[config.mk]
export PLATFORM = sky130hd
export DESIGN_NAME = mem_reg_sb
export DESIGN_NICKNAME = d
export VERILOG_FILES = /design/src/rtl/mem_reg_sb.sv
export SDC_FILE = /design/constraint.sdc
export NUM_CORES = 1
export LEC_CHECK = 0
export ABC_AREA = 0
export CORE_ASPECT_RATIO = 1.5
export CORE_UTILIZATION = 55
export DETAILED_ROUTE_END_ITERATION = 12
export PLACE_DENSITY = 0.76
export SLEW_MARGIN = 30
export SYNTH_ARGS = -nofsm -noshare
export SYNTH_HDL_FRONTEND = slang
export SYNTH_SLANG_ARGS = --single-unit
[constraint.sdc]
create_clock -name clk -period 2.6 [get_ports clk]
set_clock_uncertainty 0.1 [all_clocks]
set_input_delay 0.26 -clock clk [delete_from_list [all_inputs] [get_ports clk]]
set_output_delay 0.26 -clock clk [all_outputs]
set_load 0.02 [all_outputs]
[src/rtl/mem_reg_sb.sv]
// RiSC-16 register file with two combinational read ports, one write port,
// optional hardwired-zero r0, same-cycle write bypass and a per-register pending-write scoreboard.
module mem_reg_sb #(
    parameter int WORD_LEN     = 16,
    parameter int REG_ADDR_LEN = 3,
    parameter int PEND_W       = 2,
    parameter int BYPASS       = 1,
    parameter int ZERO_REG     = 1
) (
    input  logic                    clk,
    input  logic                    rst,
    input  logic [REG_ADDR_LEN-1:0] src1,
    input  logic [REG_ADDR_LEN-1:0] src2,
    output logic [WORD_LEN-1:0]     out1,
    output logic [WORD_LEN-1:0]     out2,
    output logic                    busy1,
    output logic                    busy2,
    input  logic                    writeEn,
    input  logic [REG_ADDR_LEN-1:0] tgt,
    input  logic [WORD_LEN-1:0]     in,
    input  logic                    rsvEn,
    input  logic [REG_ADDR_LEN-1:0] rsvTgt,
    output logic                    rsvFull,
    output logic                    err
);

    localparam int NUM_REGS = 2 ** REG_ADDR_LEN;
    localparam logic [PEND_W-1:0] CNT_MAX = '1;

    logic [WORD_LEN-1:0] regs    [NUM_REGS];
    logic [PEND_W-1:0]   cnt     [NUM_REGS];
    logic [PEND_W-1:0]   cnt_nxt [NUM_REGS];

    logic                wr_ok;
    logic                rsv_ok;
    logic [NUM_REGS-1:0] wr_vec;
    logic [NUM_REGS-1:0] rsv_vec;
    logic                err_set;
    logic                byp1;
    logic                byp2;

    // r0 is invisible to both the data path and the scoreboard when hardwired
    assign wr_ok  = writeEn && !((ZERO_REG != 0) && (tgt == '0));
    assign rsv_ok = rsvEn   && !((ZERO_REG != 0) && (rsvTgt == '0));

    assign wr_vec  = wr_ok  ? (NUM_REGS'(1) << tgt)    : '0;
    assign rsv_vec = rsv_ok ? (NUM_REGS'(1) << rsvTgt) : '0;

    always_comb begin
        err_set = 1'b0;
        for (int i = 0; i < NUM_REGS; i++) begin
            cnt_nxt[i] = cnt[i];
            if (rsv_vec[i] && !wr_vec[i]) begin
                if (cnt[i] == CNT_MAX) begin
                    err_set = 1'b1;
                end else begin
                    cnt_nxt[i] = cnt[i] + 1'b1;
                end
            end else if (wr_vec[i] && !rsv_vec[i]) begin
                if (cnt[i] == '0) begin
                    err_set = 1'b1;
                end else begin
                    cnt_nxt[i] = cnt[i] - 1'b1;
                end
            end else if (wr_vec[i] && rsv_vec[i] && (cnt[i] == '0)) begin
                // count is unchanged, but the retiring write still had nothing outstanding
                err_set = 1'b1;
            end
        end
    end

    always_ff @(posedge clk or negedge rst) begin
        if (!rst) begin
            for (int i = 0; i < NUM_REGS; i++) begin
                regs[i] <= '0;
                cnt[i]  <= '0;
            end
            err <= 1'b0;
        end else begin
            if (wr_ok) begin
                regs[tgt] <= in;
            end
            for (int i = 0; i < NUM_REGS; i++) begin
                cnt[i] <= cnt_nxt[i];
            end
            if (err_set) begin
                err <= 1'b1;
            end
        end
    end

    assign byp1 = (BYPASS != 0) && wr_ok && (tgt == src1);
    assign byp2 = (BYPASS != 0) && wr_ok && (tgt == src2);

    always_comb begin
        out1 = regs[src1];
        if ((ZERO_REG != 0) && (src1 == '0)) begin
            out1 = '0;
        end else if (byp1) begin
            out1 = in;
        end
    end

    always_comb begin
        out2 = regs[src2];
        if ((ZERO_REG != 0) && (src2 == '0)) begin
            out2 = '0;
        end else if (byp2) begin
            out2 = in;
        end
    end

    // a retiring write this cycle is already credited against the pending count
    assign busy1 = cnt[src1] > PEND_W'(byp1);
    assign busy2 = cnt[src2] > PEND_W'(byp2);

    assign rsvFull = (cnt[rsvTgt] == CNT_MAX);

endmodule

# Word level (Yosys, flattened, before mapping)

Index checks and enable logic that the tools add are counted.

Add/sub/neg operators: 16
$mul: 0
Divide/modulo/power cells: 0
Magnitude comparators: 7
Equal/unequal tests: 27
Shifts and indexed selects: 2
Mux-type cells: 96
Bitwise operators: 4
Reductions and logical operators: 83

Operators with widths:

| operator                                                             | count |
|---|---|
| 16-bit 2-to-1 mux                                                    | 9 |
| 128-bit bitwise mux                                                  | 1 |
| 16-bit binary-select mux with 3-bit select                           | 2 |
| 2-bit 2-to-1 mux                                                     | 38 |
| 16-bit demux with 3-bit select                                       | 1 |
| 1-bit 2-to-1 mux                                                     | 40 |
| 1-bit logical AND                                                    | 37 |
| 2-bit inequality test, second input constant                         | 16 |
| 3-bit AND reduction                                                  | 8 |
| 2-bit binary-select mux with 3-bit select                            | 3 |
| 2-bit == test, second input constant                                 | 9 |
| 1-bit logical NOT                                                    | 18 |
| 2-bit by 1-bit adder with 2-bit output, second input constant        | 8 |
| 4-bit >= comparator, second input constant                           | 4 |
| 2-bit logical NOT                                                    | 8 |
| 8-bit 2-to-1 mux                                                     | 2 |
| 3-bit inverter with 4-bit output                                     | 4 |
| 2-bit nonzero test                                                   | 8 |
| 1-bit by 3-bit << shifter with 8-bit output, first input constant    | 2 |
| 2-bit by 1-bit subtractor with 2-bit output, second input constant   | 8 |
| 3-bit logical NOT                                                    | 4 |
| 3-bit == test                                                        | 2 |
| 2-bit by 1-bit > comparator with 1-bit output                        | 2 |
| 4-bit by 1-bit < comparator with 1-bit output, second input constant | 1 |

Bits in registers: 145
Latch bits: 0
RAM bits: 0
Memory bits (read-only): 0
Memories: 0

# Depth between registers and ports, before layout

Gate-level depths: netlist (run 1).

Word-level depth: 30
Mapped depth: 11

# Worst setup path before layout (run 1)

OpenSTA, ideal clock, no wires.

Path kind: input port to output port
Start: input port src1[1]
End: output port busy1
Arrival: 2,081 ps
Data required time: 2,240 ps
Path slack: 159 ps
Stages: 6
Buffers on the path: 2
Cells stage by stage: buf_6 > buf_2 > mux4_2 > mux2i_1 > ha_1 > o21ai_0

Cells in the longest elaborated chain, start to end: 5

Ends and longest elaborated chain:

| item                                                   | line | source |
|---|---|---|
| from (decl)                                            | 12   | `input logic [REG_ADDR_LEN-1:0] src1,` |
| 3-bit inverter with 4-bit output (implied by the code) | 114  | `assign busy1 = cnt[src1] > PEND_W'(byp1);` |
| 2-bit binary-select mux with 3-bit select              | 114  |  |
| 2-bit 2-to-1 mux (implied by the code) (2 in a row)    | 114  |  |
| 2-bit by 1-bit > comparator with 1-bit output (*)      | 114  |  |
| to (decl)                                              | 16   | `output logic busy1,` |

Every way passes the cells marked *; elsewhere a longest branch is shown, timed or not. The select of a mux whose other input is x is not followed.

# Final worst setup path (run 1)

Start: input port src1[0]
End: output port out1[12]

Cells in the longest elaborated chain, start to end: 6

Ends and longest elaborated chain:

| item                                                   | line | source |
|---|---|---|
| 3-bit inverter with 4-bit output (implied by the code) | 96   | `out1 = regs[src1];` |
| 16-bit binary-select mux with 3-bit select             | 96   |  |
| 16-bit 2-to-1 mux (implied by the code) (2 in a row)   | 96   |  |
| 16-bit 2-to-1 mux                                      | 99   | `end else if (byp1) begin` |
| 16-bit 2-to-1 mux (*)                                  | 97   | `if ((ZERO_REG != 0) && (src1 == '0)) begin` |
| to (decl)                                              | 14   | `output logic [WORD_LEN-1:0] out1,` |

Marks and branches as above.

==> flow_metrics.env, run 1 <==
export IMPL_endpoint_kind="primary output"
export IMPL_tritoncts="done"
export IMPL_drtPass1Iterations=5
export IMPL_critical_path_max_fanout=17
export IMPL_worst_slew_pin_slew_ns=0.805
export IMPL_synthesis_yosys_warnings=0
export IMPL_worst_setup_path_start_kind="input pin"
export IMPL_ys_dominant_reg_cell="sky130_fd_sc_hd__dfrtp_1"
export IMPL_ios=68
export IMPL_power_density_mw_per_mm2=696
export IMPL_timing_critical_path_from="src1[0]"
export IMPL_die_w_um=107
export IMPL_yosysTopAreaCellShare=0.401
export IMPL_seq_area_mm2=0.00363
export IMPL_core_area_mm2=0.0161
export IMPL_gpl_final_weighted_congestion=0.938
export IMPL_postCtsSetupRepairBufs=0
export IMPL_synth_lib_cells_used_distinct=43
export IMPL_dp_final_hpwl_mm=16.5
export IMPL_dr_wl_met3_mm=1.54
export IMPL_h_tree_depth=4
export IMPL_vdd_ir_drop_worst_mv=0.413
export IMPL_synth_yosys_seq_area_share=0.401
export IMPL_design_die_area_mm2=0.0170
export IMPL_maxCapViolations=0
export IMPL_avgSynthCellArea_um2=11.7
export IMPL_numCtsBuffers=17
export IMPL_drt_wl_total_mm=24.6
export IMPL_synth_edff_count=0
export IMPL_place_detailed_instances=1026
export IMPL_cts_sink_count=145
export IMPL_achievable_frequency_ghz=0.387
export IMPL_hold_path_startpoint="regs[121]"
export IMPL_worst_skew_pair_late_latency_ns=0.43
export IMPL_final_cell_area_mm2=0.0107
export IMPL_fin_cells=1060
export IMPL_post_synth_top_count_cell="sky130_fd_sc_hd__dfrtp_1"
export IMPL_route_detailed_vias_per_inst=6.35
export IMPL_fp_dieH_um=159
export IMPL_grt_first_pass_wirelength_mm=39.4
export IMPL_num_fill_cells=1191
export IMPL_post_synth_most_frequent_cells="sky130_fd_sc_hd__dfrtp_1, sky130_fd_sc_hd__nand2_1, sky130_fd_sc_hd__mux2_2, sky130_fd_sc_hd__mux4_2, sky130_fd_sc_hd__clkbuf_1"
export IMPL_clkTransAtPathRegs_ns=0.06
export IMPL_start_util=0.562
export IMPL_multi_input_comb_area_mm2=0.00498
export IMPL_dr_total_vias=6734
export IMPL_yosysTopAreaCell="sky130_fd_sc_hd__dfrtp_1"
export IMPL_clock_path_buffers=2
export IMPL_ctsRootBufferMaster="sky130_fd_sc_hd__clkbuf_16"
export IMPL_number_of_antenna_violations_at_the_first_check_in_global_routing=1
export IMPL_setup_viol=0
export IMPL_placement_io_buffers=67
export IMPL_route_top_layer_used="met4"
export IMPL_synth_area_leaders="sky130_fd_sc_hd__dfrtp_1, sky130_fd_sc_hd__mux4_2, sky130_fd_sc_hd__mux2_2"
export IMPL_placement_rows=57
export IMPL_timing_max_transition_violations_final=0
export IMPL_cp_arrival_ns=2.22
export IMPL_dp_worst_setup_slack_ns=-0.304
export IMPL_type_of_the_worst_setup_path="input pin to primary output"
export IMPL_ys_seq_elements=145
export IMPL_worst_hold_check_slack_ns=0.293
export IMPL_worstPathRequired_ns=2.24
export IMPL_grt_max_degree=85
export IMPL_drt_met1_wl_mm=9.16
export IMPL_post_route_cells_drive_above_1_share=0.315
export IMPL_antenna_violating_nets_left=0
export IMPL_gr_total_overflow=0
export IMPL_netlist_instances=771
export IMPL_nets=901
export IMPL_wl_per_cell_um=23.2
export IMPL_detailed_place_area_mm2=0.0101
export IMPL_post_layout_worst_setup_margin_ns=0.0161
export IMPL_holdCritPathClass="register to register"
export IMPL_drt_iter0_drc=593
export IMPL_final_period_utilization=0.994
export IMPL_globalRouteTotalUtil=0.310
export IMPL_p_leak_nw=4.92
export IMPL_async_s_r_ff_share_synth=1.00
export IMPL_drcViolationCount=0
export IMPL_mappedNetlistArea_mm2=0.00906
export IMPL_result_of_the_run="finished, final reports clean"
export IMPL_area_growth_synth_to_final_pct=18.2
export IMPL_finalWorstPathRequiredPeriod_ns=2.58
export IMPL_report_final_hold_viol_count=0
export IMPL_relSlewSlack=0.463
export IMPL_grt_pass1_vias=7315
export IMPL_rr_startpoint="cnt[12]"
export IMPL_wl_met2_mm=12.7
registers in the layout (all words and copies together) (netlist names):
register	count
cnt	16
err	1
regs	128
metrics by stage:
stage | setup TNS (ns) | power, W | utilization
3_5_place_dp | -7.20 | 0.00508 | 0.629
2_1_floorplan | 0 | 0.00430 | -
5_1_grt | -0.00693 | 0.00777 | 0.664
4_1_cts | -0.0896 | 0.00745 | 0.664
6_report | 0 | 0.00745 | 0.664
3_3_place_gp | -6.31 | 0.00496 | 0.629
layout by cell type, fill, tap and decap left out, types with 27 or more instances in the layout:
cell type and count:
sky130_fd_sc_hd__dfrtp_1 145, sky130_fd_sc_hd__nand2_1 121, sky130_fd_sc_hd__mux2_2 77, sky130_fd_sc_hd__mux4_2 73, sky130_fd_sc_hd__buf_4 53, sky130_fd_sc_hd__o21ai_0 45
sky130_fd_sc_hd__mux2i_1 35, sky130_fd_sc_hd__o211a_1 32, sky130_fd_sc_hd__ha_1 29, sky130_fd_sc_hd__dlygate4sd2_1 27
critical path, stage by stage:
cell,delay (ns)
sky130_fd_sc_hd__clkdlybuf4s50_1,0.50
sky130_fd_sc_hd__buf_4,0.31
sky130_fd_sc_hd__or3_1,0.43
sky130_fd_sc_hd__buf_4,0.21
sky130_fd_sc_hd__o211a_1,0.17
sky130_fd_sc_hd__dlygate4sd2_1,0.33
logic make-up (layout without fill, tap and decap cells):
group / Yosys count / after routing / synth area share
other: 2 / 7 / 0.000829
AO/OA/AOI/OAI: 108 / 108 / 0.0841
multiplexers: 189 / 189 / 0.321
AND/OR/NAND/NOR: 189 / 189 / 0.0930
adder cells (fa/ha/maj): 29 / 29 / 0.0401
buffers and inverters: 104 / 182 / 0.0542
XOR/XNOR: 5 / 5 / 0.00649
flip-flops: 145 / 145 / 0.401
per-layer routing:
metal | vias to the layer above | global-route usage
li1 | 2931 | -
met1 | 3422 | 0.376
met2 | 297 | 0.509
met3 | 84 | 0.0630
met4 | 0 | 0.182
met5 | - | 0
where the power goes:
part	leakage, nW	switching (W)	internal, W
combinational	2.83	0.000945	0.00107
clock	0.280	0.00103	0.00145
sequential	1.81	0.000310	0.00265
total	4.92	0.00228	0.00517
path summary, 6_finish.rpt:
kind | to | slack (ns) | cells after the start
max in group asynchronous | regs[59] | 1.32 | 3
hold / removal | regs[121] | 0.29 | 0
hold reg to reg | regs[121] | 0.29 | 0
setup reg to reg | err | 1.01 | 5
setup / recovery | out1[12] | 0.02 | 6
min in group asynchronous | regs[89] | 0.37 | 2
repair_timing:
item,4_1_cts,5_1_grt
gates cloned,0,0
resized for setup,40,21
setup endpoints to repair,35,30
hold endpoints to repair,82,0
hold buffers,1,0
final cells by class:
cell class                      instances  share of cell area
Multi-Input combinational cell        526               0.465
Sequential cell                       145               0.339
Timing Repair Buffer                  132               0.111
Clock buffer                           18              0.0410
Tap cell                              206              0.0241
Clock inverter                         14              0.0143
Inverter                               18             0.00631
Antenna cell                            1            0.000234
Power figures use the tool's default switching activity.
==> run 2: changes to the inputs <==
--- a/config.mk
+++ b/config.mk
@@ -7,7 +7,9 @@
 export LEC_CHECK = 0
 export ABC_AREA = 0
 export CORE_ASPECT_RATIO = 1.5
+export CORE_MARGIN = 4
 export CORE_UTILIZATION = 55
+export CTS_CLUSTER_SIZE = 28
 export DETAILED_ROUTE_END_ITERATION = 12
 export PLACE_DENSITY = 0.76
 export SLEW_MARGIN = 30
==> flow_metrics.env, run 2 (synthesis gave the netlist of run 1 again) <==
export IMPL_result_of_the_run="finished, final reports clean"
export IMPL_dr_total_vias=6923
export IMPL_num_fill_cells=1152
export IMPL_grt_setup_unrepaired="no"
export IMPL_start_util=0.559
export IMPL_h_tree_depth=4
export IMPL_largest_register="regs"
export IMPL_ios=68
export IMPL_clkTransAtPathRegs_ns=0.06
export IMPL_gpl_final_weighted_congestion=0.910
export IMPL_gr_total_overflow=0
export IMPL_type_of_the_worst_setup_path="input pin to primary output"
export IMPL_holdCritPathClass="register to register"
export IMPL_achievable_frequency_ghz=0.390
export IMPL_globalRouteTotalUtil=0.285
export IMPL_power_density_mw_per_mm2=697
export IMPL_maxCapViolations=0
export IMPL_post_route_cells_drive_above_1_share=0.327
export IMPL_drt_wl_total_mm=25.4
export IMPL_report_final_hold_viol_count=0
export IMPL_hold_path_startpoint="regs[120]"
export IMPL_worstPathRequired_ns=2.24
export IMPL_tritoncts="done"
export IMPL_hold_path_cell_count=0
export IMPL_nets=917
export IMPL_worst_hold_check_slack_ns=0.297
export IMPL_totalNegativeSetupSlack_ns=0
export IMPL_worstReg2RegEnd="err"
export IMPL_numCtsBuffers=17
export IMPL_layout_cells_most_common_list="sky130_fd_sc_hd__dfrtp_1, sky130_fd_sc_hd__nand2_1, sky130_fd_sc_hd__mux2_2, sky130_fd_sc_hd__mux4_2, sky130_fd_sc_hd__buf_4"
export IMPL_dp_final_hpwl_mm=17.2
export IMPL_biggestRegsByFlops="regs (128), cnt (16), err (1)"
export IMPL_cts_sink_count=145
export IMPL_largest_register_ff_count=128
export IMPL_final_period_utilization=0.985
export IMPL_core_area_mm2=0.0162
export IMPL_grt_pass1_vias=7531
export IMPL_wl_per_cell_um=23.6
export IMPL_timing_critical_path_from="src2[0]"
export IMPL_die_w_um=113
export IMPL_r2r_setup_slack_ns=1.08
export IMPL_placement_io_buffers=67
export IMPL_rr_startpoint="cnt[10]"
export IMPL_total_power_w=0.00757
export IMPL_worst_skew_pair_late_latency_ns=0.42
export IMPL_vdd_ir_drop_worst_mv=0.444
export IMPL_design_die_area_mm2=0.0186
export IMPL_ctsRootBufferMaster="sky130_fd_sc_hd__clkbuf_16"
export IMPL_timing_max_transition_violations_final=0
export IMPL_number_of_antenna_violations_at_the_first_check_in_global_routing=1
export IMPL_placement_rows=57
export IMPL_setup_viol=0
export IMPL_reg2reg_depth=5
export IMPL_fp_dieH_um=165
export IMPL_grt_max_degree=81
export IMPL_drtPass1Iterations=5
export IMPL_antenna_violating_nets_left=0
export IMPL_finalWorstPathRequiredPeriod_ns=2.56
export IMPL_p_leak_nw=5.01
export IMPL_min_to="regs[120]"
export IMPL_diodes=0
export IMPL_worst_setup_path_start_kind="input pin"
export IMPL_worst_slew_pin_slew_ns=0.780
export IMPL_cp_arrival_ns=2.20
export IMPL_drt_iter0_drc=590
export IMPL_clock_path_buffers=2
export IMPL_route_detailed_vias_per_inst=6.44
export IMPL_drcViolationCount=0
export IMPL_area_growth_synth_to_final_pct=20.0
export IMPL_endpoint_kind="primary output"
export IMPL_relSlewSlack=0.480
export IMPL_layout_commonest_cell="sky130_fd_sc_hd__dfrtp_1"
export IMPL_critical_path_max_fanout=10
export IMPL_grt_first_pass_wirelength_mm=40.6
run 2: changes by cell type in the layout (fill, tap and decap cells not counted), sizes merged:
cell,previous run,this run
diode,1,0
clkdlybuf4s15,2,11
clkinvlp,4,1
clkbuf,23,24
buf,70,87
bufinv,2,3
clkinv,6,7
dlygate4sd2,27,18
clkdlybuf4s50,26,25
run 2: worst max path at each step:
stage                   end  cells after the start  slack [ns]
floorplan             busy1                      6        0.16
global placement      busy1                      8       -0.28
detailed placement    busy1                      8       -0.33
CTS                   busy1                      5        0.02
global route        out2[3]                      8       0.003
finish              out2[6]                      8        0.04
run 2: per-stage QoR:
step,util,instance area [um^2],worst slack (ns),instances
final,0.671,10900,0.0381,1075
after global placement,0.634,10300,-0.276,1041
after global routing,0.671,10900,0.00263,1075
after detailed placement,0.634,10300,-0.328,1041
after CTS,0.671,10900,0.0191,1074
after floorplan,-,9070,0.159,775
run 2: power by group:
group	total [W]	internal (W)	switching, W
clock	0.00255	0.00155	0.00100
combinational	0.00204	0.00109	0.000954
sequential	0.00298	0.00265	0.000321
total	0.00757	0.00530	0.00227
run 2: critical path: stages:
cell and delay [ns]:
sky130_fd_sc_hd__clkdlybuf4s50_1 0.55, sky130_fd_sc_hd__buf_4 0.17, sky130_fd_sc_hd__buf_12 0.11, sky130_fd_sc_hd__buf_4 0.26, sky130_fd_sc_hd__mux2i_1 0.26, sky130_fd_sc_hd__o21ai_0 0.13
sky130_fd_sc_hd__o211a_1 0.13, sky130_fd_sc_hd__dlygate4sd2_1 0.32
run 2: cell type report:
| cell class | instances | area, um^2 | share of cell area |
|---|---|---|---|
| Clock buffer | 19 | 443 | 0.0408 |
| Inverter | 18 | 67.6 | 0.00622 |
| Clock inverter | 13 | 175 | 0.0161 |
| Multi-Input combinational cell | 526 | 4970 | 0.458 |
| Tap cell | 206 | 258 | 0.0237 |
| Timing Repair Buffer | 148 | 1320 | 0.121 |
| Sequential cell | 145 | 3630 | 0.334 |
run 2: per-layer routing:
layer / part of all wire / wire [um] / up-vias / track usage
met5: 0.00055 / 14 / - / 0
met4: 0.057 / 1450 / 2 / 0.173
met3: 0.058 / 1470 / 95 / 0.0543
met2: 0.52 / 13100 / 317 / 0.491
met1: 0.37 / 9300 / 3549 / 0.327
li1: - / - / 2960 / -
run 2: repair_timing:
item	4_1_cts	5_1_grt
resized for setup	45	26
hold endpoints to repair	78	0
setup endpoints to repair	35	33
gates cloned	0	0
setup buffers	0	1
hold buffers	1	0
